==> config.mk <==
export PLATFORM = sky130hd
export DESIGN_NAME = exec_alu
export DESIGN_NICKNAME = d
export VERILOG_FILES = /design/src/rtl/exec_alu.sv
export SDC_FILE = /design/constraint.sdc
export NUM_CORES = 1
export LEC_CHECK = 0
export ABC_AREA = 1
export CORE_AREA = 3 3 226 228
export CTS_CLUSTER_DIAMETER = 100
export DETAILED_ROUTE_END_ITERATION = 10
export DIE_AREA = 0 0 229 231
export PLACE_DENSITY = 0.45
export SYNTH_ARGS = -nofsm -noshare
export SYNTH_HDL_FRONTEND = slang
export SYNTH_SLANG_ARGS = --single-unit
==> constraint.sdc <==
create_clock -name clk -period 3.4 [get_ports clk]
set_clock_uncertainty 0.15 [all_clocks]
set_input_delay 0.68 -clock clk [delete_from_list [all_inputs] [get_ports clk]]
set_output_delay 0.68 -clock clk [all_outputs]
set_load 0.02 [all_outputs]
==> src/rtl/exec_alu.sv <==
// rtl/exec_alu.sv - execute-stage ALU with iterative shift-add multiplier and pipeline stall
module exec_alu #(
    parameter int WIDTH = 32
) (
    input  logic             clk,
    input  logic             rst_n,
    input  logic             valid_i,
    input  logic [3:0]       op_i,
    input  logic [WIDTH-1:0] src_a_i,
    input  logic [WIDTH-1:0] src_b_i,
    input  logic             flush_i,
    output logic [WIDTH-1:0] result_o,
    output logic             zero_o,
    output logic             valid_o,
    output logic             stall_o,
    output logic             illegal_o
);
    localparam logic [3:0] ALU_ADD = 4'd0;
    localparam logic [3:0] ALU_SUB = 4'd1;
    localparam logic [3:0] ALU_AND = 4'd2;
    localparam logic [3:0] ALU_OR  = 4'd3;
    localparam logic [3:0] ALU_SLT = 4'd4;
    localparam logic [3:0] ALU_MUL = 4'd5;

    localparam int CW = $clog2(WIDTH) + 1;
    localparam logic [CW-1:0] LAST = CW'(WIDTH - 1);

    typedef enum logic {IDLE, MUL_RUN} state_t;
    state_t state, state_next;

    logic [WIDTH-1:0] acc, mcand, mplier, acc_next, alu_res;
    logic [CW-1:0]    cnt;
    logic             alu_legal, slt_bit, last_iter;

    always_comb begin
        alu_res   = '0;
        alu_legal = 1'b1;
        slt_bit   = ($signed(src_a_i) < $signed(src_b_i));
        case (op_i)
            ALU_ADD: alu_res = src_a_i + src_b_i;
            ALU_SUB: alu_res = src_a_i - src_b_i;
            ALU_AND: alu_res = src_a_i & src_b_i;
            ALU_OR:  alu_res = src_a_i | src_b_i;
            ALU_SLT: alu_res = {{(WIDTH-1){1'b0}}, slt_bit};
            ALU_MUL: alu_res = '0;
            default: alu_legal = 1'b0;
        endcase
    end

    assign acc_next  = mplier[0] ? acc + mcand : acc;
    assign last_iter = (cnt == LAST);
    // Releasing the stall during the final iteration lets upstream advance on the result edge.
    assign stall_o   = !flush_i && ((state == IDLE && valid_i && op_i == ALU_MUL) ||
                                    (state == MUL_RUN && !last_iter));

    always_comb begin
        state_next = state;
        if (flush_i) begin
            state_next = IDLE;
        end else begin
            case (state)
                IDLE:    if (valid_i && op_i == ALU_MUL) state_next = MUL_RUN;
                MUL_RUN: if (last_iter) state_next = IDLE;
                default: state_next = IDLE;
            endcase
        end
    end

    always_ff @(posedge clk) begin
        if (!rst_n) state <= IDLE;
        else        state <= state_next;
    end

    always_ff @(posedge clk) begin
        if (!rst_n) begin
            acc       <= '0;
            mcand     <= '0;
            mplier    <= '0;
            cnt       <= '0;
            result_o  <= '0;
            zero_o    <= 1'b0;
            valid_o   <= 1'b0;
            illegal_o <= 1'b0;
        end else if (flush_i) begin
            valid_o   <= 1'b0;
            illegal_o <= 1'b0;
        end else if (state == IDLE) begin
            valid_o   <= 1'b0;
            illegal_o <= 1'b0;
            if (valid_i) begin
                if (op_i == ALU_MUL) begin
                    acc    <= '0;
                    mcand  <= src_a_i;
                    mplier <= src_b_i;
                    cnt    <= '0;
                end else if (alu_legal) begin
                    result_o <= alu_res;
                    zero_o   <= (alu_res == '0);
                    valid_o  <= 1'b1;
                end else begin
                    result_o  <= '0;
                    zero_o    <= 1'b1;
                    valid_o   <= 1'b1;
                    illegal_o <= 1'b1;
                end
            end
        end else begin
            acc       <= acc_next;
            mcand     <= mcand << 1;
            mplier    <= mplier >> 1;
            cnt       <= cnt + CW'(1);
            illegal_o <= 1'b0;
            valid_o   <= last_iter;
            if (last_iter) begin
                result_o <= acc_next;
                zero_o   <= (acc_next == '0);
            end
        end
    end
endmodule

* Word level (Yosys, flattened, before mapping)
Index checks and enable logic that the tools add are counted.
** Word-level totals
- Bits in registers :: 138
- Input port bits :: 72
** Operators by class
- Add/subtract/negate cells :: 4
- Magnitude comparators :: 1
- Equality and inequality tests :: 8
- Mux-type cells :: 32
- Bitwise logic cells :: 6
- Reductions and logical operators :: 18
** Operators with widths (count)
- $mux W32 :: 15
- $pmux W32 S5 :: 1
- $add A32 B32 Y32 :: 2
- $logic_not A32 Y1 :: 2
- $and A32 B32 Y32 :: 1
- $lt A32 B32 Y1 :: 1
- $or A32 B32 Y32 :: 1
- $sub A32 B32 Y32 :: 1
- $mux W6 :: 3
- $mux W1 :: 12
- $eq A4 B2 Y1 const B :: 2
- $eq A4 B3 Y1 const B :: 2
- $add A6 B1 Y6 const B :: 1
- $eq A6 B5 Y1 const B :: 1
- $reduce_or A6 Y1 :: 1
- $logic_and A1 B1 Y1 :: 5
- $reduce_or A5 Y1 :: 1
- $eq A4 B1 Y1 const B :: 1
- $logic_not A4 Y1 :: 1
- $not A1 Y1 :: 4
- $reduce_and A4 Y1 :: 1
- $reduce_bool A2 Y1 :: 2
- $reduce_and A3 Y1 :: 1
- $logic_not A1 Y1 :: 2
- 5 further kinds :: 5

* Depth between registers and ports, before layout
- Depth after elaboration :: 7
- Mapped depth :: 24

* Least setup slack after synthesis
OpenSTA, ideal clock, no wires.
- Path kind :: input port to flip-flop
- From :: input src_a_i[0]
- To :: register zero_o
- Setup time :: 0.056 ns
- Arrival :: 2.596 ns
- Setup slack :: 0.598 ns
- Cell stages on the path :: 22
- Path buffers :: 0
- Path through :: inv_1 > ha_1 > fa_1 > inv_1 > nand2_1 > nand2_1 > nand2_1 > nand2_1 > nand2_1 > nand2_2 > nand2_1 > nand3_1 > nand2_1 > nor2_1 > nand2_1 > nor2_1 > nand3_1 > nor2_1 > nand3_1 > nand3_1 > nand2_1 > inv_1
** On the way
- Cells in the longest elaborated chain, start to end :: 7
- Elaborated cells on any way between the ends :: 11
** RTL lines
- start, declared :: line 9 : input logic [WIDTH-1:0] src_a_i,
- $sub A32 B32 Y32 (tied with other cells) :: line 41 : ALU_SUB: alu_res = src_a_i - src_b_i;
- $pmux W32 S5 * :: line 39 : case (op_i)
- $logic_not A32 Y1 * :: line 98 : zero_o <= (alu_res == '0);
- $mux W1 * :: line 96 : end else if (alu_legal) begin
- $mux W1 * :: line 91 : if (op_i == ALU_MUL) begin
- $mux W1 * :: line 90 : if (valid_i) begin
- $mux W1 * :: line 87 : end else if (state == IDLE) begin
- end signal, assigned :: line 98
- end signal, assigned :: line 116 : zero_o <= (acc_next == '0);
- end, declared :: line 13 : output logic zero_o,
Mark *: on every way between the ends. The rest lies on a longest branch, timed or not. The select of a mux whose other input is x is not followed.
A chain may end at the register's enable or synchronous reset.

* Worst setup path in the final report
- From :: input src_a_i[26]
- To :: register zero_o
Same word-level chain as after synthesis.

==> impl_results.md <==
* Status: completed
* Post-synth ARST share at 0%
* Synth Area in XOR/XNOR at 0.357%
* DR vias/cell at 4.87
* Area growth from synthesis to layout at 40.1%
* Final hold vios at 0
* IO Pins at 108
* Multiplexer share of the synthesized area at 0%
* Int Power at 0.00360 W
* Reg-to-reg setup timing slack at 0.38 ns
* Setup violators final at 0
* Hold WC Path Type: reg2reg
* CP endpoint kind: register
* F_max at 0.311 GHz
* Seq pwr share at 29.5%
* Layout cells sized above 1 at 20.0%
* Initial drt markers at 1,310
* Synth Flop Type: dfxtp_1
* Slowest stage delay, CP at 0.50 ns
* Largest family of logic cells by synthesized area: simple AND/OR/NAND/NOR gates
* Clock Pin Slew Worst Setup and Hold Paths at 0.08 ns
* Via total after detailed routing at 18,000
* Global-route usage over all layers at 24.8%
* Die X-Extent at 229 um
* Worst setup path startpoint: src_a_i[26]
* Count leader, synth: nand2_1
* R2r startpoint: mcand[0]
* Post-DP HPWL at 55.3 mm
* Top post-synthesis cells by area: nand2_1 (21%), dfxtp_1 (19%), ha_1 (12%)
* WP data arrival at 3.48 ns
* Pin count of the biggest net entering global routing at 93
* Cell Chain, Critical Path: clkdlybuf4s50_1, inv_1, ha_1, a21oi_1, o21ai_0, nand2_1, nand2_1, a21oi_1, nand3_1, nand3_1, nand3_1, nor2_2, nand2_1, nor2_2, nand3_1, nand3_1, nand2_1, inv_1
* Gate power share at 36.4%
* EDFF count, synth at 0
* Clock network power share at 34.1%
* CTS Sinks at 138
* Row count at 81
* Placed cells at 3,651
* Netlist cell types at 44
* PwrDens at 278 nW/um^2
* Worst-Skew Late Latency at 0.48 ns
* DR DRC count at 0
* YS warnings at 0
* CTS Hold Buffers Added at 0
* Avg WL per Cell at 18.2 um
* Port Buf Inserts at 107
* Core area at 49,100 um^2
* Final instance area at 20,600 um^2
* Non-Filler Instances at 3,698
* Critical Path End: zero_o
* Syn avg cell area at 5.66 um^2
* Worst Path Required at 3.66 ns
* CTS root buf: clkbuf_16
* Gr ovfl total at 0
* Mapped Area at 14,700 um^2
* Crit Path Category: in2reg
* Final ANT Viol Nets at 0
* Max-slew violations at 0
* Placer congestion estimate at 0.946
* NetSw at 0.00213 W
* CTS H-tree lvls at 4
* Detailed-router iteration count before antenna repair at 5
* Most used cell, CP: nand3_1
* Total CTS buffers at 17
* Startpoint types: input pin
* Seq/Total Area, Yosys at 18.8%
* Global-route wire length before repair at 101 mm
* Commonest cells in the synthesized netlist: nand2_1 (830), inv_1 (420), nand3_1 (229)
* Min Tclk post-route at 3.22 ns
* Initial antenna violation count at 1
* Vias in the first global route at 17,200
* CTS Buffer Depth at 2
* Synth Area in Simple Gates at 38.7%
* Critical path peak fanout at 5
* FF+latch count, synth at 138
* Min-delay src: mplier[5]
* Die H at 231 um
* Initial core utilization at 30.0%
* Synth top area share at 21.2%
* Peak VDD IR at 0.000261 V
* Synth Instances at 2,600
* Worst Reg-to-Reg Cells at 17
* Max-Cap Viols at 0
* R2R Path End: zero_o
* Leak Pwr at 10.6 nW
* Crit share post-route at 94.6%
* Least-Margin Pin Slew at 0.741 ns
* Max_slew headroom at 50.6%
* Final wirelength at 67.2 mm
* # diodes at 0
* Cell taking the most area after synthesis: nand2_1
* Sw Ratio at 37.2%
* Placed cell area at 19,100 um^2
* NumNets Final at 3,239
* CTS tree: done
* Syn_nets at 2,818
* Synth Area in Adders at 12.6%
* Critical-path top delay cell: clkdlybuf4s50_1
* Synth Area in Compound Gates at 15.5%
* Die area at 52,900 um^2
-- metal layers --
metal	track usage [%]	up-vias	wire (um)
li1	-	9158	-
met1	34.7	8424	32500
met3	2.10	57	2580
met5	0	-	10
met2	41.7	381	31100
met4	5.18	2	1010
-- worst min-delay path by stage --
stage	slack, ns	cells past startpoint	endpoint
after global placement	0.31	2	mplier[13]
final	0.32	2	mplier[4]
after global routing	0.35	2	mplier[13]
after detailed placement	0.31	2	mplier[3]
after floorplan	0.30	1	cnt[0]
after CTS	0.33	2	mplier[29]
-- through the flow --
stage | total power (W) | utilization (%) | hold slack, ns | setup TNS [ns] | setup WS (ns)
CTS | 0.00561 | 40.2 | 0.325 | 0 | 0.00585
finish | 0.00573 | 42.0 | 0.322 | 0 | 0.184
detailed placement | 0.00362 | 38.9 | 0.313 | -9.65 | -0.928
global placement | 0.00362 | 38.9 | 0.308 | -8.98 | -1.02
global route | 0.00603 | 42.0 | 0.347 | -0.0180 | -0.0180
floorplan | 0.00260 | - | 0.297 | 0 | 0.598
-- layout make-up --
cell class,instances,area (um^2)
Clock inverter,15,151
Sequential cell,138,2770
Timing Repair Buffer,500,4180
Inverter,423,1590
Fill cell,5488,28400
Multi-Input combinational cell,1941,10700
Clock buffer,17,425
Tap cell,664,831
-- cell families (layout without fill, tap and decap cells) --
kind of cell               count (synthesis)  in the layout
adders and majority gates                146            146
buffers and inverters                    521            955
AOI/OAI and AO/OA                        408            408
and+or+nand+nor                         1381           1381
DFF                                      138            138
xor gates and xnor gates                   6              6
-- worst max-delay path: cells and delay by family --
kind,cells,cell delay (ns)
adder cells (fa/ha/maj),1,0.39
AND/OR/NAND/NOR,11,1.08
buffers and inverters,3,0.63
AO/OA/AOI/OAI,3,0.69
-- repair_timing --
action,4_1_cts,5_1_grt
endpoints found under the setup margin,7,18
endpoints found under the hold margin,0,0
resized for setup,14,200
buffers inserted,0,15
pin swaps,0,40
-- cell usage in the layout (no fill, tap or decap), types with 3 or more instances in the layout --
| master | count |
|---|---|
| nand2_1 | 791 |
| inv_1 | 405 |
| buf_4 | 382 |
| nand3_1 | 215 |
| nor2_1 | 191 |
| o21ai_0 | 161 |
| dfxtp_1 | 137 |
| ha_1 | 115 |
| a21oi_1 | 86 |
| clkdlybuf4s50_1 | 85 |
| a31oi_1 | 71 |
| nand2_2 | 41 |
| o22ai_1 | 36 |
| nor2_2 | 34 |
| ha_4 | 26 |
| nand4_1 | 24 |
| nor3_1 | 22 |
| o211ai_1 | 21 |
| dlymetal6s2s_1 | 20 |
| inv_2 | 17 |
| clkbuf_16 | 17 |
| nand3_2 | 15 |
| nand3b_1 | 14 |
| o21bai_1 | 11 |
| a21oi_2 | 11 |
| buf_12 | 8 |
| nor2_4 | 7 |
| nor3_2 | 7 |
| inv_6 | 6 |
| or2_2 | 5 |
| buf_6 | 4 |
| xnor2_1 | 3 |
| xor2_1 | 3 |
| fa_2 | 3 |
| clkinv_4 | 3 |
-- power groups by stage --
stage / clock network, W / registers [W] / logic (W)
5_1_grt: 0.00207 / 0.00169 / 0.00227
3_3_place_gp: 0 / 0.00173 / 0.00189
2_1_floorplan: 0 / 0.00175 / 0.000853
6_report: 0.00196 / 0.00169 / 0.00208
4_1_cts: 0.00200 / 0.00169 / 0.00191
3_5_place_dp: 0 / 0.00173 / 0.00189
-- sequential cells by signal, indices dropped and copies added, names as in the netlist --
register and count:
cnt 6, zero_o 1, mplier 32, result_o 32, acc 32, illegal_o 1, state 1, mcand 32
valid_o 1
Power figures use the tool's default switching activity.
